--- src/rtl/traffic_led_monitor.sv ---
// traffic_led_monitor
//   Passive watchdog on the far end of the traffic controller's LED bus.
//   Decodes led[6:0] into a phase, then checks transition legality, minimum
//   and maximum dwell, and pedestrian-request service latency. Errors are
//   sticky until clear_err; a phase-change counter is exported.
//
// Ports
//   clk          system clock
//   reset        synchronous, active-high
//   led[7:0]     controller LED bus (bit 7 unused)
//   ped_req      pedestrian request level; rising edge starts the latency timer
//   clear_err    one-cycle pulse, clears the sticky error flags
//   phase[2:0]   0 MG, 1 MY, 2 AR, 3 SG, 4 SY, 5 WALK, 7 NONE
//   phase_valid  locked to a legal phase
//   phase_count  legal phase changes seen (wraps)
//   err_*        sticky error flags, err_any is their OR
//
// Monitor states
//   state    | meaning
//   ---------+------------------------------------------------------------
//   ST_INIT  | unlocked; waiting for the first legal pattern (0x00 ignored)
//   ST_TRACK | locked to a phase; dwell, transition and pattern checks live

module traffic_led_monitor #(
  parameter bit          ACTIVE_LOW  = 1'b0,
  parameter int unsigned MIN_DWELL   = 4,
  parameter int unsigned MIN_YELLOW  = 8,
  parameter int unsigned MAX_PHASE   = 1000,
  parameter int unsigned PED_TIMEOUT = 2000
) (
  input  logic        clk,
  input  logic        reset,
  input  logic [7:0]  led,
  input  logic        ped_req,
  input  logic        clear_err,
  output logic [2:0]  phase,
  output logic        phase_valid,
  output logic [15:0] phase_count,
  output logic        err_illegal,
  output logic        err_seq,
  output logic        err_timing,
  output logic        err_stuck,
  output logic        err_ped,
  output logic        err_any
);

  typedef enum logic [2:0] {
    PH_MG   = 3'd0,
    PH_MY   = 3'd1,
    PH_AR   = 3'd2,
    PH_SG   = 3'd3,
    PH_SY   = 3'd4,
    PH_WALK = 3'd5,
    PH_NONE = 3'd7
  } phase_t;

  typedef enum logic {
    ST_INIT  = 1'b0,
    ST_TRACK = 1'b1
  } mon_state_t;

  localparam logic [6:0] PAT_MG   = 7'h21;
  localparam logic [6:0] PAT_MY   = 7'h22;
  localparam logic [6:0] PAT_AR   = 7'h24;
  localparam logic [6:0] PAT_SG   = 7'h0C;
  localparam logic [6:0] PAT_SY   = 7'h14;
  localparam logic [6:0] PAT_WALK = 7'h64;

  localparam logic [31:0] MIN_DWELL_C   = 32'(MIN_DWELL);
  localparam logic [31:0] MIN_YELLOW_C  = 32'(MIN_YELLOW);
  localparam logic [31:0] MAX_PHASE_C   = 32'(MAX_PHASE);
  localparam logic [31:0] PED_TIMEOUT_C = 32'(PED_TIMEOUT);

  // error vector bit positions
  localparam int E_ILL = 0;
  localparam int E_SEQ = 1;
  localparam int E_TIM = 2;
  localparam int E_STK = 3;
  localparam int E_PED = 4;

  logic        unused_led7;
  logic [6:0]  led_fix;
  logic [6:0]  led_q;

  mon_state_t  state_q, state_d;
  phase_t      phase_q, phase_d;
  phase_t      last_yellow_q, last_yellow_d;
  logic        valid_q, valid_d;
  logic [15:0] count_q, count_d;
  logic [31:0] dwell_q, dwell_d;
  logic [4:0]  err_q, err_d, err_set;

  logic        ped_req_q;
  logic        ped_rise;
  logic        ped_pend_q, ped_pend_d;
  logic [31:0] ped_left_q, ped_left_d;

  phase_t      dec_phase;
  logic        dec_legal;
  logic        entered_walk;

  assign unused_led7 = led[7];
  assign led_fix     = ACTIVE_LOW ? ~led[6:0] : led[6:0];
  assign ped_rise    = ped_req & ~ped_req_q;

  function automatic logic trans_ok(input phase_t from_ph, input phase_t to_ph,
                                    input phase_t last_y);
    logic ok;
    ok = 1'b0;
    case (from_ph)
      PH_MG:   ok = (to_ph == PH_MY);
      PH_MY:   ok = (to_ph == PH_AR);
      PH_SG:   ok = (to_ph == PH_SY);
      PH_SY:   ok = (to_ph == PH_AR);
      PH_WALK: ok = (to_ph == PH_AR);
      // all-red alternates between the two roads based on who yielded last
      PH_AR:   ok = (to_ph == PH_WALK) ||
                    ((to_ph == PH_SG) && (last_y == PH_MY)) ||
                    ((to_ph == PH_MG) && (last_y == PH_SY));
      default: ok = 1'b0;
    endcase
    return ok;
  endfunction

  always_comb begin
    dec_phase = PH_NONE;
    dec_legal = 1'b1;
    case (led_q)
      PAT_MG:   dec_phase = PH_MG;
      PAT_MY:   dec_phase = PH_MY;
      PAT_AR:   dec_phase = PH_AR;
      PAT_SG:   dec_phase = PH_SG;
      PAT_SY:   dec_phase = PH_SY;
      PAT_WALK: dec_phase = PH_WALK;
      default:  dec_legal = 1'b0;
    endcase
  end

  always_comb begin
    state_d       = state_q;
    phase_d       = phase_q;
    last_yellow_d = last_yellow_q;
    valid_d       = valid_q;
    count_d       = count_q;
    dwell_d       = dwell_q;
    err_set       = '0;
    entered_walk  = 1'b0;

    case (state_q)
      ST_INIT: begin
        if (dec_legal) begin
          phase_d      = dec_phase;
          valid_d      = 1'b1;
          dwell_d      = 32'd1;
          state_d      = ST_TRACK;
          entered_walk = (dec_phase == PH_WALK);
          if ((dec_phase == PH_MY) || (dec_phase == PH_SY)) begin
            last_yellow_d = dec_phase;
          end
        end else if (led_q != 7'h00) begin
          err_set[E_ILL] = 1'b1;
        end
      end

      ST_TRACK: begin
        if (!dec_legal) begin
          err_set[E_ILL] = 1'b1;
          phase_d        = PH_NONE;
          valid_d        = 1'b0;
          dwell_d        = '0;
          state_d        = ST_INIT;
        end else if (dec_phase == phase_q) begin
          if (dwell_q != '1) begin
            dwell_d = dwell_q + 32'd1;
            // equality fires once per phase since dwell only ever climbs
            if ((dwell_q + 32'd1) == MAX_PHASE_C) begin
              err_set[E_STK] = 1'b1;
            end
          end
        end else begin
          if (dwell_q < MIN_DWELL_C) begin
            err_set[E_TIM] = 1'b1;
          end
          if (((phase_q == PH_MY) || (phase_q == PH_SY)) && (dwell_q < MIN_YELLOW_C)) begin
            err_set[E_TIM] = 1'b1;
          end
          if (!trans_ok(phase_q, dec_phase, last_yellow_q)) begin
            err_set[E_SEQ] = 1'b1;
          end
          phase_d      = dec_phase;
          dwell_d      = 32'd1;
          count_d      = count_q + 16'd1;
          entered_walk = (dec_phase == PH_WALK);
          if ((dec_phase == PH_MY) || (dec_phase == PH_SY)) begin
            last_yellow_d = dec_phase;
          end
        end
      end

      default: begin
        state_d = ST_INIT;
        phase_d = PH_NONE;
        valid_d = 1'b0;
      end
    endcase
  end

  // Pedestrian latency: down-counter loaded on request, error on terminal count.
  always_comb begin
    ped_pend_d = ped_pend_q;
    ped_left_d = ped_left_q;
    if (ped_pend_q) begin
      if (entered_walk) begin
        ped_pend_d = 1'b0;
      end else if (ped_left_q <= 32'd1) begin
        ped_pend_d = 1'b0;
      end else begin
        ped_left_d = ped_left_q - 32'd1;
      end
    end else if (ped_rise && (phase_q != PH_WALK) && !entered_walk) begin
      // a press on the very edge WALK starts is already being served
      ped_pend_d = 1'b1;
      ped_left_d = PED_TIMEOUT_C;
    end
  end

  always_comb begin
    err_d = (err_q & ~{5{clear_err}}) | err_set;
    if (ped_pend_q && !entered_walk && (ped_left_q <= 32'd1)) begin
      err_d[E_PED] = 1'b1;
    end
  end

  always_ff @(posedge clk) begin
    if (reset) begin
      led_q         <= '0;
      state_q       <= ST_INIT;
      phase_q       <= PH_NONE;
      last_yellow_q <= PH_SY;
      valid_q       <= 1'b0;
      count_q       <= '0;
      dwell_q       <= '0;
      err_q         <= '0;
      ped_req_q     <= 1'b0;
      ped_pend_q    <= 1'b0;
      ped_left_q    <= '0;
    end else begin
      led_q         <= led_fix;
      state_q       <= state_d;
      phase_q       <= phase_d;
      last_yellow_q <= last_yellow_d;
      valid_q       <= valid_d;
      count_q       <= count_d;
      dwell_q       <= dwell_d;
      err_q         <= err_d;
      ped_req_q     <= ped_req;
      ped_pend_q    <= ped_pend_d;
      ped_left_q    <= ped_left_d;
    end
  end

  assign phase       = phase_q;
  assign phase_valid = valid_q;
  assign phase_count = count_q;
  assign err_illegal = err_q[E_ILL];
  assign err_seq     = err_q[E_SEQ];
  assign err_timing  = err_q[E_TIM];
  assign err_stuck   = err_q[E_STK];
  assign err_ped     = err_q[E_PED];
  assign err_any     = |err_q;

endmodule

--- config.mk ---
export PLATFORM = sky130hd
export DESIGN_NAME = traffic_led_monitor
export DESIGN_NICKNAME = d
export VERILOG_FILES = /design/src/rtl/traffic_led_monitor.sv
export SDC_FILE = /design/constraint.sdc
export NUM_CORES = 1
export LEC_CHECK = 0
export BUFFER_PORTS_ARGS = -buffer_cell sky130_fd_sc_hd__buf_2
export CAP_MARGIN = 30
export CORE_ASPECT_RATIO = 1.25
export CORE_MARGIN = 3
export CORE_UTILIZATION = 43
export CTS_BUF_LIST = sky130_fd_sc_hd__clkbuf_8
export DETAILED_ROUTE_END_ITERATION = 6
export PLACE_DENSITY = 0.63
export SYNTH_ARGS = -nofsm -noshare
export SYNTH_HDL_FRONTEND = slang
export SYNTH_SLANG_ARGS = --single-unit
--- constraint.sdc ---
create_clock -name clk -period 3.2 [get_ports clk]
set_clock_uncertainty 0.1 [all_clocks]
set_input_delay 0.32 -clock clk [delete_from_list [all_inputs] [get_ports clk]]
set_output_delay 0.32 -clock clk [all_outputs]
set_load 0.01 [all_outputs]
==> impl_metrics.toml, run 1 <==
[status]
status = "finished, final reports clean"

[final_layout]
nets = 834
finish.utilization = 0.493
diodes = 0
areaGrowthSynthToFinish_pct = 11.8
stdcell_count = 994
drive_above_1_share = 0.144
design_area_sq_um = 6810

[clock_network]
numCtsBuffers = 9
cts_tree = "built"
ctsRootBufferMaster = "clkbuf_8"
h-tree-depth = 3
cts_buffer_depth = 2
clock-sinks = 102
postCtsHoldBufs = 0
postCtsSetupBuffers = 0
worstSkewPairLatency_ns = 0.39
clkSlewWorstSetupHoldPaths_ns = 0.10

[timing]
tightest_slew_ns = 0.753
final_hold_viol_count = 0
finalSetupViolations = 0
period_needed_ns = 3.09
slew_headroom = 0.498
fin_crit_sh = 0.966
whs_ns = 0.0368
finalMaxSlewViolations = 0
rsz0062_at_grt = "false"
fmax_mhz = 323

[routing]
vias = 6086
ant_nets = 0
drc = 0
avgRoutedWirePerCell_um = 16.7
dr.pass1.iters = 5
routed_via_density = 6.12
drt_iter0_drc = 396
routed_wl_mm = 16.6

[worst_hold_path]
min_path_cells = 2
min_path_type = "in2reg"

[synth]
synthTopCellsByCount = "dfxtp_1 (102), o21ai_0 (56), a21oi_1 (55)"
syn_nets = 803
async_flop_share = 0
synth.largest_area_cell = "dfxtp_1"
synth_top_area_share = 0.335
yosysUniqueCellTypes = 63
ys.flop_type = "dfxtp_1"
netlist_top_cells_area = "dfxtp_1 (34%), o21ai_0 (4.6%), a21oi_1 (4.5%)"
synth_cells = 783
synth-seq-area-share = 0.335
synth.most_common_cell = "dfxtp_1"
syn_area_per_cell_sq_um = 7.78
synth_edf_count = 0
synth_seq_cells = 102
synth_warnings = 0
synth_area_sq_um = 6090

[floorplanning]
pin_count = 38
start_util = 0.441
die_h_um = 139
die-area_sq_um = 15600
core_area_sq_um = 13800
die_width_um = 112
rows = 48

[job]
drv_cap = 0

[worst_setup_path]
cp_max_fo = 13
crit_path_max_incr_delay_ns = 0.67
critPathBufInv = 1
start_kind = "register"
crit_type = "reg2reg"
cp.depth = 8
worstPathArrival_ns = 3.29
reg2reg_depth = 8
path_cells = "or4_1, or4b_2, nor4_2, o21bai_2, or3_4, buf_4, a21oi_1, o32ai_1"
crit_slowest_cell = "or4b_2"
crit_path_end_kind = "register"
r2r_setup_slack_ns = 0.11
crit_required_ns = 3.40
path_delay_family = "simple AND/OR/NAND/NOR gates"

[grt]
first_global_vias = 5743
overflow = 0
antenna_found_initial = 0
grt_usage = 0.209
grt_max_degree = 39
grt_pass1_wl_mm = 27.5

[power_and_ir_drop]
vdd_drop_max_uv = 226
finalPower_uw = 2790
power.leakage_uw = 0.00237
pwr_density_cell_nw_per_um2 = 410

[placed_design]
placed_cell_area_sq_um = 6540
dp_cells = 977
hpwl_mm = 11.7
port_buffers = 36
gp_congestion = 0.934
per-stage QoR:
stage	TNS [ns]	setup slack (ns)
after CTS	-0.0573	-0.0573
after floorplan	0	0.0669
final	0	0.109
after global routing	0	0.00471
after detailed placement	-0.0694	-0.0541
after global placement	0	0.0707
registers in the layout, indices dropped and copies added, names as in the netlist, 3 cells and up:
name / count
dwell_q: 32
err_q: 5
last_yellow_q: 3
led_q: 7
ped_left_q: 32
phase: 3
phase_count: 16
kinds of logic (layout without fill, tap and decap cells):
kind of cell / count (synthesis) / count (layout) / share of synthesized area
muxes: 5 / 5 / 0.00863
xor gates and xnor gates: 21 / 21 / 0.0302
and+or+nand+nor: 379 / 380 / 0.359
DFF: 102 / 102 / 0.335
AOI/OAI and AO/OA: 198 / 198 / 0.204
buffers and inverters: 70 / 105 / 0.0464
adders and majority gates: 8 / 8 / 0.0164
worst paths after layout:
path / startpoint / end
worst max-delay path: ped_left_q[13] / ped_left_q[14]
worst min-delay path: led[1] / led_q[1]
worst max register to register: ped_left_q[13] / ped_left_q[14]
worst min register to register: ped_left_q[29] / ped_left_q[29]
cells in the final DEF (no fill, tap or decap), drive strengths merged, types with 19 or more instances in the layout:
| cell | netlist | routed |
|---|---|---|
| o21ai | 57 | 57 |
| nor2b | 37 | 37 |
| nand3 | 37 | 37 |
| a21oi | 55 | 55 |
| or3 | 18 | 19 |
| buf | 5 | 72 |
| nand4 | 24 | 24 |
| dfxtp | 102 | 102 |
| o31ai | 27 | 27 |
| nor2 | 54 | 54 |
| nor3b | 20 | 20 |
| nor3 | 34 | 34 |
| nand2 | 54 | 54 |
power breakdown:
part	switching [uW]	total, uW	internal, uW
registers	51.1	1360	1310
logic	310	500	190
clock network	469	928	459
total	831	2790	1960
timing repair:
| action | 4_1_cts | 5_1_grt |
|---|---|---|
| cloned | 0 | 1 |
| endpoints found under the setup margin | 11 | 36 |
| pin swaps | 0 | 3 |
| resized for setup | 1 | 7 |
cell type report:
class                   count  area [sq um]
fillers                  1365          7000
multi-input cells         612          3810
flip-flops and latches    102          2040
repair buffers             72           450
well taps                 175           219
clock buffers              10           138
clock inverters             6          85.1
inverters                  17          66.3
metal layers:
layer / vias up / global-route usage / routed length, um
met5: - / 0 / 0
met2: 155 / 0.362 / 8260
met4: 0 / 0.105 / 567
li1: 2973 / - / -
met3: 39 / 0.0244 / 606
met1: 2919 / 0.253 / 7170
worst register-to-register path, stage by stage, from the launching register on:
cell and delay [ns]:
dfxtp_1 0.36, or4_1 0.55, or4b_2 0.67, nor4_2 0.34, o21bai_2 0.24, or3_4 0.29
buf_4 0.18, a21oi_1 0.05, o32ai_1 0.23
No activity file was read; power rests on OpenSTA's default activity.
==> run 2, diff against run 1 <==
--- a/config.mk
+++ b/config.mk
@@ -9,10 +9,10 @@
 export CAP_MARGIN = 30
 export CORE_ASPECT_RATIO = 1.25
 export CORE_MARGIN = 3
-export CORE_UTILIZATION = 43
+export CORE_UTILIZATION = 50
 export CTS_BUF_LIST = sky130_fd_sc_hd__clkbuf_8
 export DETAILED_ROUTE_END_ITERATION = 6
-export PLACE_DENSITY = 0.63
+export PLACE_DENSITY = 0.71
 export SYNTH_ARGS = -nofsm -noshare
 export SYNTH_HDL_FRONTEND = slang
 export SYNTH_SLANG_ARGS = --single-unit
==> run 2 against run 1 <==
  * Combinational power rose by 8.2%
  * Flip-flop and latch count did not move
  * Final area rose by 1.9%
  * Cell count fell by 1.0%
  * Fmax fell by 2.5%
  * Via count rose by 0.74%
  * Largest power group unchanged
  * Highest routed layer unchanged
  * Register-to-register slack got worse by 0.08 ns
  * Critical endpoint is now ped_left_q[31]
  * Sequential power barely moved
  * Routed wire length rose by 2.7%
  * Clock-buffer cell count rose by 1
==> impl_metrics.toml, run 2 (synthesized netlist as in run 1, its figures left out) <==
[routing]
routed_via_density = 6.23
routed_wl_mm = 17.1
drt_iter0_drc = 390
dr.pass1.iters = 5
vias = 6131
ant_nets = 0
avgRoutedWirePerCell_um = 17.3
drc = 0

[final_layout]
fill_cells = 1099
layout_commonest_cell = "dfxtp_1"
areaGrowthSynthToFinish_pct = 13.9
diodes = 0
stdcell_count = 984
nets = 838
final_cell_mix = "dfxtp_1 (99), o21ai_0 (56), nor2_1 (54)"
finish.utilization = 0.589
drive_above_1_share = 0.159

[grt]
grt_usage = 0.251
antenna_found_initial = 0
grt_pass1_wl_mm = 28.2
grt_max_degree = 38
overflow = 0
first_global_vias = 5879

[worst_setup_path]
crit_required_ns = 3.42
r2r_setup_slack_ns = 0.03
worstSetupStartpoint = "led_q[0]"
reg2reg_from = "led_q[0]"
path_cells = "or4b_4, or3_4, nand3_4, inv_6, o2111a_2, or3_4, buf_6, or4_4, a21oi_2"
worstPathArrival_ns = 3.39
cp_max_fo = 7
start_kind = "register"
worst_path_most_repeated_cell = "or3_4"
crit_slowest_cell = "or4b_4"
crit_path_end_kind = "register"
reg2reg_depth = 9
regToRegEndpoint = "ped_left_q[31]"
crit_path_max_incr_delay_ns = 0.53
crit_type = "reg2reg"

[clock_network]
h-tree-depth = 3
cts_buffer_depth = 2
clkSlewWorstSetupHoldPaths_ns = 0.09
postCtsHoldBufs = 0
ctsRootBufferMaster = "clkbuf_8"
clock-sinks = 102
cts_tree = "built"
worstSkewPairLatency_ns = 0.39
numCtsBuffers = 9

[timing]
fin_crit_sh = 0.991
fmax_mhz = 315
rsz0062_at_grt = "true"
setup_tns_ns = 0
period_needed_ns = 3.17
setup_slack_ns = 0.0297
slew_headroom = 0.510
final_hold_viol_count = 0
finalMaxSlewViolations = 0
tightest_slew_ns = 0.735
finalSetupViolations = 0

[floorplanning]
die-area_sq_um = 13500
die_width_um = 105
rows = 44
pin_count = 38
die_h_um = 129
core_area_sq_um = 11800
start_util = 0.517

[power_and_ir_drop]
power.leakage_uw = 0.00244
vdd_drop_max_uv = 244
pwr_density_cell_nw_per_um2 = 433

[job]
drv_cap = 0

[placed_design]
place_ws_ns = -0.0238
hpwl_mm = 11.9
port_buffers = 36
dp_cells = 958
gp_congestion = 0.912

[status]
status = "finished, final reports clean"

[worst_hold_path]
min_to = "led_q[2]"
min_path_cells = 2
min-delay-start = "led[2]"
min_path_type = "in2reg"
-- run 2: cell count changes in the layout (fill, tap and decap cells not counted), moves of 3 or more --
cell,before,now
or4_1,16,13
dfxtp_2,0,3
dfxtp_1,102,99
or4_4,0,3
-- run 2: metrics by stage --
step	total power [uW]	hold slack [ns]	area [sq um]
2_1_floorplan	1740	0.341	6090
3_3_place_gp	1860	0.351	6500
6_report	3010	0.0479	6940
5_1_grt	3130	0.0425	6940
3_5_place_dp	1880	0.371	6500
4_1_cts	2980	0.0365	6820
-- run 2: layout make-up --
class / instances / area (sq um) / area share
multi-input combinational: 612 / 3830 / 0.552
clock buffer: 11 / 151 / 0.0218
tap: 161 / 201 / 0.0290
sequential: 102 / 2050 / 0.295
inverter: 17 / 68.8 / 0.00992
clock inverter: 5 / 129 / 0.0186
timing repair buffer: 76 / 513 / 0.0739
-- run 2: power by group --
group          switching (uW)  total, uW  leakage [uW]  internal, uW
combinational             325        541       0.00148           216
sequential               53.3       1370      0.000828          1310
clock                     456       1100      0.000140           642
total                     834       3010       0.00244          2170
-- run 2: how the worst max path moves through the flow --
stage,end,slack [ns]
finish,ped_left_q[31],0.03
CTS,ped_left_q[14],0.03
global route,ped_left_q[31],-0.05
detailed placement,phase_count[12],-0.02
global placement,ped_left_q[14],0.05
floorplan,ped_left_q[29],0.07
-- run 2: timing repair --
action | CTS | global route
cloned | 1 | 0
resized for setup | 1 | 18
pin swaps | 2 | 9
endpoints found under the setup margin | 9 | 36
hold endpoints to repair | 0 | 0
buffers inserted | 3 | 6
-- run 2: critical path, delay by kind of cell (launching register included) --
family / cells / cell delay (ns)
AO/OA/AOI/OAI: 2 / 0.44
buffers and inverters: 2 / 0.20
flip-flops: 1 / 0.33
AND/OR/NAND/NOR: 5 / 2.04
-- run 2: layer usage --
layer	GRT usage	wire length (um)	up-vias
met4	0.118	563	0
met1	0.285	6890	2968
met5	0	0	-
met2	0.462	8970	145
met3	0.0409	631	49
li1	-	-	2969
